==> src/rtl/instr_queue_pkg.sv <==
// instr_queue shared types and constants.
package instr_queue_pkg;
  typedef enum logic [1:0] {
    IDLE   = 2'd0,
    STREAM = 2'd1,
    HALT   = 2'd2
  } state_t;

  localparam int INSTR_W        = 32;
  localparam int PC_STEP        = 4;
  localparam int BEATS_PER_LINE = 8;
  localparam int ENTRY_W        = 64 + INSTR_W;
endpackage

==> src/rtl/instr_fifo.sv <==
// Instruction FIFO: {pc, instr} entries, dual write
// (slot, slot+1), single read, occupancy counter.
module instr_fifo #(
  parameter int DEPTH = 16,
  parameter int W     = 96
) (
  input  logic                       clk,
  input  logic                       reset,
  input  logic                       i_flush,
  input  logic                       i_wr0,
  input  logic [W-1:0]               i_wr0_data,
  input  logic                       i_wr1,
  input  logic [W-1:0]               i_wr1_data,
  input  logic                       i_rd,
  output logic [W-1:0]               o_rd_data,
  output logic [$clog2(DEPTH):0]     o_count
);
  localparam int AW = $clog2(DEPTH);
  localparam int CW = AW + 1;

  logic [W-1:0]  r_mem [DEPTH];
  logic [AW-1:0] r_wptr;
  logic [AW-1:0] r_rptr;
  logic [CW-1:0] r_count;
  logic [AW-1:0] w_wptr1;
  logic [1:0]    w_nwr;

  assign w_wptr1 = r_wptr + AW'(1);
  assign w_nwr   = {1'b0, i_wr0} + {1'b0, i_wr1};

  always_ff @(posedge clk) begin
    if (i_wr0) r_mem[r_wptr]  <= i_wr0_data;
    if (i_wr1) r_mem[w_wptr1] <= i_wr1_data;
  end

  always_ff @(posedge clk or posedge reset) begin
    if (reset) begin
      r_wptr  <= '0;
      r_rptr  <= '0;
      r_count <= '0;
    end else if (i_flush) begin
      r_wptr  <= '0;
      r_rptr  <= '0;
      r_count <= '0;
    end else begin
      r_wptr  <= r_wptr + AW'(w_nwr);
      r_rptr  <= r_rptr + AW'(i_rd);
      r_count <= r_count + CW'(w_nwr) - CW'(i_rd);
    end
  end

  assign o_rd_data = r_mem[r_rptr];
  assign o_count   = r_count;
endmodule

==> src/rtl/instr_queue.sv <==
// Fetch-to-decode instruction queue: splits 64-bit beats
// into PC-tagged instructions, halts on an all-zero word.
module instr_queue
  import instr_queue_pkg::*;
#(
  parameter int BUS_DATA_WIDTH = 64,
  parameter int DEPTH          = 16
) (
  input  logic                      clk,
  input  logic                      reset,
  input  logic                      burst_start,
  input  logic [63:0]               burst_pc,
  input  logic                      beat_valid,
  input  logic [BUS_DATA_WIDTH-1:0] beat_data,
  output logic                      beat_ready,
  output logic                      line_done,
  output logic                      instr_valid,
  output logic [31:0]               instr,
  output logic [63:0]               instr_pc,
  input  logic                      instr_ready,
  input  logic                      flush,
  output logic                      halt,
  output logic [$clog2(DEPTH):0]    count
);
  localparam int CW  = $clog2(DEPTH) + 1;
  localparam int BLW = $clog2(BEATS_PER_LINE) + 1;

  state_t           r_state;
  logic [63:0]      r_pc;
  logic [BLW-1:0]   r_left;

  logic [31:0]        w_lo;
  logic [31:0]        w_hi;
  logic               w_room;
  logic               w_acc;
  logic               w_s_acc;
  logic               w_wr0;
  logic               w_wr1;
  logic               w_halting;
  logic               w_last;
  logic               w_pop;
  logic [ENTRY_W-1:0] w_head;

  assign w_lo   = beat_data[31:0];
  assign w_hi   = beat_data[63:32];
  // Same-cycle pops are not credited: room is judged on current count.
  assign w_room = (count <= CW'(DEPTH - 2));

  always_comb begin
    beat_ready = 1'b0;
    unique case (r_state)
      STREAM:  beat_ready = w_room;
      HALT:    beat_ready = 1'b1;
      default: beat_ready = 1'b0;
    endcase
  end

  assign w_acc     = beat_valid && beat_ready;
  assign w_s_acc   = w_acc && (r_state == STREAM) && !flush;
  assign w_wr0     = w_s_acc && (w_lo != '0);
  assign w_wr1     = w_wr0 && (w_hi != '0);
  assign w_halting = w_s_acc && ((w_lo == '0) || (w_hi == '0));
  assign w_last    = w_acc && (r_left == BLW'(1));
  assign line_done = w_last && !flush;
  assign w_pop     = instr_valid && instr_ready && !flush;

  always_ff @(posedge clk or posedge reset) begin
    if (reset) begin
      r_state <= IDLE;
      r_pc    <= '0;
      r_left  <= '0;
    end else if (flush) begin
      r_state <= IDLE;
      r_left  <= '0;
    end else begin
      unique case (r_state)
        IDLE: begin
          if (burst_start) begin
            r_state <= STREAM;
            r_pc    <= burst_pc;
            r_left  <= BLW'(BEATS_PER_LINE);
          end
        end
        STREAM: begin
          if (w_acc) begin
            r_left <= r_left - BLW'(1);
            r_pc   <= r_pc + 64'(2 * PC_STEP);
            if (w_halting)   r_state <= HALT;
            else if (w_last) r_state <= IDLE;
          end
          // A new line request abandons the rest of the current one.
          if (burst_start && !w_halting) begin
            r_state <= STREAM;
            r_pc    <= burst_pc;
            r_left  <= BLW'(BEATS_PER_LINE);
          end
        end
        HALT: begin
          if (w_acc && (r_left != '0)) r_left <= r_left - BLW'(1);
        end
        default: r_state <= IDLE;
      endcase
    end
  end

  instr_fifo #(
    .DEPTH (DEPTH),
    .W     (ENTRY_W)
  ) u_fifo (
    .clk        (clk),
    .reset      (reset),
    .i_flush    (flush),
    .i_wr0      (w_wr0),
    .i_wr0_data ({r_pc, w_lo}),
    .i_wr1      (w_wr1),
    .i_wr1_data ({r_pc + 64'(PC_STEP), w_hi}),
    .i_rd       (w_pop),
    .o_rd_data  (w_head),
    .o_count    (count)
  );

  assign instr_valid = (count != '0);
  assign instr       = instr_valid ? w_head[31:0]  : '0;
  assign instr_pc    = instr_valid ? w_head[95:32] : '0;
  assign halt        = (r_state == HALT);
endmodule

==> config.mk <==
export PLATFORM = sky130hd
export DESIGN_NAME = instr_queue
export DESIGN_NICKNAME = d
export VERILOG_FILES = /design/src/rtl/instr_queue_pkg.sv /design/src/rtl/instr_fifo.sv /design/src/rtl/instr_queue.sv
export SDC_FILE = /design/constraint.sdc
export NUM_CORES = 2
export LEC_CHECK = 0
export BUFFER_PORTS_ARGS = -buffer_cell sky130_fd_sc_hd__buf_2
export CAP_MARGIN = 20
export CORE_MARGIN = 1.5
export CORE_UTILIZATION = 50
export CTS_BUF_LIST = sky130_fd_sc_hd__clkbuf_4 sky130_fd_sc_hd__clkbuf_8
export DETAILED_ROUTE_END_ITERATION = 12
export HOLD_SLACK_MARGIN = 0.08
export PLACE_DENSITY = 0.72
export REMOVE_ABC_BUFFERS = 1
export SLEW_MARGIN = 25
export SYNTH_ARGS = -nofsm -noshare
export SYNTH_HDL_FRONTEND = slang
export SYNTH_SLANG_ARGS = --single-unit
export TNS_END_PERCENT = 30
==> constraint.sdc <==
create_clock -name clk -period 12.1 [get_ports clk]
set_input_delay 0.605 -clock clk [delete_from_list [all_inputs] [get_ports clk]]
set_output_delay 0.605 -clock clk [all_outputs]
set_load 0.1 [all_outputs]
==> Word level (Yosys, flattened, before mapping) <==
Memory sizes are Yosys's and may differ from the RTL's.
Cells that the tools add are included.
{ "word_totals": {"ramBits": 1536, "mem_count": 1, "out_inout_bits": 105, "inputBits": 134, "register_bits": 83} }
{ "classes": {"order_cmp": 1, "bitwise_logic": 1, "n_reduce_logical": 27, "add_sub_neg": 9, "eq_ne": 10, "muxes": 27} }
{ "memory_table": {"columns": ["name", "words", "word_bits", "read_ports", "rd_clocked_by_memory_dff", "wr", "line_no", "source"], "rows": [
  ["u_fifo.r_mem", 16, 96, 1, 0, 2, "instr_fifo.sv:21", "logic [W-1:0] r_mem [DEPTH];"]
]} }
{ "ops": {"columns": ["operator", "n"], "rows": [
  ["64-bit 2-to-1 mux", 4],
  ["64-bit one-hot mux with 2 select lines", 1],
  ["64-bit by 3-bit adder with 64-bit output, second input constant", 1],
  ["64-bit by 4-bit adder with 64-bit output, second input constant", 1],
  ["32-bit zero test", 2],
  ["32-bit nonzero test", 2],
  ["32-bit 2-to-1 mux", 1],
  ["4-bit 2-to-1 mux", 7],
  ["1-bit logical AND", 12],
  ["2-bit 2-to-1 mux", 6],
  ["4-bit one-hot mux with 3 select lines", 1],
  ["4-bit AND reduction", 3],
  ["4-bit nonzero test", 2],
  ["3-bit by 2-bit != test with 1-bit output, second input constant", 2],
  ["2-bit one-hot mux with 3 select lines", 1],
  ["5-bit by 2-bit adder with 5-bit output", 1],
  ["5-bit by 4-bit less-or-equal comparator with 1-bit output, second input constant", 1],
  ["5-bit 2-to-1 mux", 1],
  ["5-bit by 4-bit != test with 1-bit output, second input constant", 1],
  ["5-bit nonzero test", 1],
  ["5-bit by 1-bit subtractor with 5-bit output", 1],
  ["4-bit by 1-bit adder with 4-bit output", 1],
  ["4-bit by 1-bit adder with 4-bit output, second input constant", 1],
  ["4-bit by 2-bit adder with 4-bit output", 1],
  ["15 further kinds", 20]
]} }

==> Depth between registers and ports, before layout <==
{ "depth": {"depth_word": 11, "ltp_mapped": 15, "mapped_depth_nobuf": 15} }

==> Modules after synthesis <==
Synthesis repeated with hierarchy kept, for this count alone.
{ "hier_totals": {"hier_cells": 5236, "hier_area_um2": 83784.1} }
{ "by_module_without_submodules": {"columns": ["module", "cells_each", "n_inst", "area_each_um2", "seq_area_each_um2"], "rows": [
  ["instr_fifo", 4357, 1, 77055.2, 46449.5],
  ["instr_queue", 879, 1, 6729.0, 1751.7]
]} }

==> Worst setup path after synthesis <==
No wires, ideal clock.
{ "synth_timing": {"path_kind": "reg-to-reg", "from": "register r_state[0]", "to": "memory u_fifo.r_mem[4][0], enable pin", "required_time_ps": 11417, "period_less_slack_ps": 10168, "path_stages_with_launch": 9, "path_slack_ps": 1932, "t_arrival_ps": 9485, "path_cell_list": "dfrtp_1 > inv_1 > ha_1 > and4b_1 > a211oi_2 > o21ai_1 > or3b_2 > clkbuf_1 > o21ai_0"} }
{ "synth_lines": {"columns": ["element", "line_no", "source"], "rows": [
  ["start: declaration", "instr_queue.sv:28", "state_t r_state;"],
  ["start signal: assignment", "instr_queue.sv:69", "r_state <= IDLE;"],
  ["start signal: assignment", "instr_queue.sv:73", "r_state <= IDLE;"],
  ["start signal: assignment", "instr_queue.sv:79", "r_state <= STREAM;"],
  ["end: declaration", "instr_fifo.sv:21", null]
]} }

==> Worst setup path in the final report <==
{ "layout_timing": {"from": "register u_fifo.r_rptr[0]", "to": "output instr[3]"} }
{ "layout_via": {"elab_chain_cells": 2} }
{ "layout_rtl": {"columns": ["element", "line_no", "source"], "rows": [
  ["start: declaration", "instr_fifo.sv:23", "logic [AW-1:0] r_rptr;"],
  ["start signal: assignment", "instr_fifo.sv:47", "r_rptr <= r_rptr + AW'(i_rd);"],
  ["memory read 16 x 96 bit", null, null],
  ["32-bit 2-to-1 mux", "instr_queue.sv:123", "assign instr = instr_valid ? w_head[31:0] : '0;"],
  ["end: declaration", "instr_queue.sv:18", "output logic [31:0] instr,"]
]} }
Every way passes these cells.

==> results.yml <==
logic_synthesis:
  synth_edf_count: 1536
  synthesis.area_um2: 84200
  synth-main-ff-cell: "edfxtp_1"
  syn_inst: 7184
  async_flop_share: 0.0513
  syn_avg_cell_area_um2: 11.7
  synth-seq-cells: 1619
  ys_warn_count: 0
  synth_cell_type_count: 72
  ys_seq_area_frac: 0.573
sta:
  rsz0062_at_grt: "false"
  finalSetupViolations: 0
  post-route-period-util: 0.504
  fin_crit_ps: 6090
  fin_tns_setup_ps: 0
  fin_worst_skew_ps: 78.5
  worstMarginPinSlew_ps: 1220
  slew_viol_final: 0
  slew_headroom: 0.185
  hold-worst-slack_ps: 144
  max_freq_mhz: 164
  hold_violations: 0
die:
  die-area_um2: 171000
  initial_core_util: 0.503
  die_h_um: 413
  io_pins: 239
  die_width_um: 413
  core_um2: 167000
  rows: 150
worst_setup_path:
  critPathMaxFanout: 100
  cpMostUsedCell: "mux4_2"
  path_cells: "buf_12 > buf_4 > mux4_2 > mux4_2 > and2_1 > buf_2"
  r2r_slack_ps: 6500
  crit_family: "buffers and inverters"
  end_kind: "output pin"
  path_buf_inv: 3
  crit_required_ps: 11490
  arrival_ps: 5490
  slowest_delay_ps: 880
  cp_slowest_cell: "dfrtp_4"
  crit_type: "flip-flop to output pin"
  worst_setup_path_start_kind: "flip-flop"
route:
  first_iter_violations: 10300
  drt-total-wl_um: 281000
  avgViaCountPerCell: 6.33
  vias: 61200
  wl_per_cell_um: 29.0
  route.detailed.drc: 0
  ant_nets: 0
  firstDrtPassIters: 8
grt:
  grt.total_usage: 0.326
  grt_pass1_vias: 59800
  overflow: 0
  grt_max_degree: 133
  antenna_found_initial: 13
  grt_pass1_wl_um: 402000
clocking:
  cts_buffer_depth: 4
  cts_tree: "built"
  ctsResizeCount: 0
  path_clk_slew_ps: 60
  cts_sinks: 1619
  h-tree-depth: 5
  cts_made_buffers: 290
  cts_root_buffer: "clkbuf_8"
  clkLatencyLatePin_ps: 1040
final_layout:
  nets: 7420
  seqCellArea_um2: 48200
  fillers: 13200
  fin_cells: 9667
  multiInputGateArea_um2: 33500
  syn_to_final_growth_pct: 11.4
  drive_gt1_frac: 0.189
placement:
  io_buffers: 238
  dp_hpwl_um: 151000
  place_inst: 9023
  globalplace.congestion: 0.946
hold_path:
  holdCritPathClass: "input pin to flip-flop"
power:
  max-vdd-ir-drop_uv: 190
  p_total_mw: 16.7
  powerDensity_nw_per_um2: 178
  p_leak_nw: 33.4
outcome:
  run_status: "complete, no violations"
job:
  drv_cap: 0
[cell usage after synthesis, types with 5 or more instances]
master / n / area (um2)
nor3_2: 5 / 50.1
and3_1: 18 / 113
o311ai_0: 10 / 87.6
or3_1: 17 / 106
buf_2: 34 / 170
nor3_1: 36 / 180
mux4_2: 480 / 10800
or4_1: 9 / 67.6
o21ai_1: 15 / 75.1
nor2b_1: 7 / 43.8
o22ai_1: 12 / 75.1
nand3_1: 57 / 285
nand2_1: 2027 / 7610
and4_1: 11 / 96.3
nor2_2: 13 / 81.3
o21ai_0: 228 / 1140
a21oi_1: 44 / 220
o211ai_1: 17 / 128
nand2b_1: 7 / 43.8
ha_1: 21 / 263
xor2_1: 482 / 4220
nor4_1: 31 / 194
xnor2_1: 306 / 2680
a211oi_1: 9 / 67.6
and2_1: 104 / 651
inv_1: 29 / 109
inv_2: 7 / 26.3
a31oi_1: 6 / 37.5
a2bb2oi_1: 11 / 96.3
mux2i_1: 12 / 120
dfrtp_1: 83 / 2080
buf_1: 131 / 492
o2bb2ai_1: 7 / 61.3
or2_2: 7 / 43.8
a22oi_1: 6 / 45.0
clkbuf_1: 556 / 2090
nor2_1: 694 / 2610
nand4_1: 43 / 269
edfxtp_1: 1536 / 46100
[final timing paths]
check,start,endpoint,cells after the start
worst max-delay path,u_fifo.r_rptr[0],instr[3],6
worst min-delay path,beat_data[34],u_fifo.r_mem[4][2],3
worst max register to register,r_pc[3],u_fifo.r_mem[5][77],8
worst min register to register,r_state[0],r_state[0],1
max in group asynchronous,reset,r_pc[7],5
min in group asynchronous,reset,u_fifo.o_count[2],4
[kinds of logic after synthesis]
kind of cell,Yosys count,share of synthesized area
simple gates,3108,0.150
flops,1619,0.573
xor+xnor,788,0.0820
buf+inv,762,0.0347
mux,493,0.130
compound gates,391,0.0270
fa+ha+maj,23,0.00360
[worst reg2reg max path, cell delays in order (launching register included)]
cell and delay (ps):
dfrtp_1 890, ha_1 530, nand3_1 170, nor2_2 740
nand4_1 810, or4_1 1000, or3_1 760, nor2_1 240
xor2_1 100
[per-layer routing]
| layer | vias up | wire length, um | track usage |
|---|---|---|---|
| li1 | 25100 | - | - |
| met1 | 29900 | 95900 | 0.422 |
| met2 | 5116 | 128000 | 0.504 |
| met3 | 1034 | 40100 | 0.0840 |
| met4 | 8 | 16400 | 0.173 |
| met5 | - | 52 | 0 |
[metrics by stage]
step | setup WS (ps) | util | cell area [um2]
after floorplan | -4920 | - | 81400
after global placement | 6680 | 0.519 | 86700
after detailed placement | 6500 | 0.519 | 86800
after CTS | 5830 | 0.560 | 93600
after global routing | 5800 | 0.561 | 93700
final | 6010 | 0.561 | 93700
[where the power goes]
| part | total [mW] | internal, mW | switching, mW |
|---|---|---|---|
| sequential | 7.25 | 6.66 | 0.589 |
| clock | 4.92 | 2.62 | 2.30 |
| combinational | 4.55 | 1.52 | 3.03 |
[sequential cells by signal, summed over array words and instances (netlist names)]
name	cells
u_fifo.r_mem	1536
r_pc	64
u_fifo.o_count	5
r_left	4
u_fifo.r_rptr	4
u_fifo.r_wptr	4
r_state	2
[cell usage in the layout, fill, tap and decap left out, drive strengths merged, types with 11 or more instances in the layout]
cell type	Yosys	layout
and4	11	11
xnor2	306	306
a21oi	44	44
or3	17	17
buf	169	362
dfrtp	83	83
nor2	707	707
inv	36	39
o22ai	12	12
ha	21	21
and3	18	18
nand2	2029	2029
edfxtp	1536	1536
nand3	57	57
mux2i	12	12
clkbuf	556	409
o21ai	243	243
nor4	32	32
dlygate4sd3	0	150
clkinv	1	68
mux4	480	480
nor3	42	42
o211ai	17	17
and2	106	106
xor2	482	482
a2bb2oi	11	11
nand4	45	45
[cell type report]
cell class,instances,area share
sequential,1619,0.515
multi-input combinational,4803,0.358
clock buffer,409,0.0528
timing repair buffer,512,0.0402
tap,2204,0.0294
clock inverter,74,0.00355
inverter,37,0.00153
antenna,9,0.000240
[repair_timing]
action | CTS | global route
hold buffers | 150 | 0
endpoints found under the hold margin | 504 | 0
setup endpoints to repair | 0 | 0
setup buffers | 0 | 0
No activity file was read; power rests on OpenSTA's default activity.
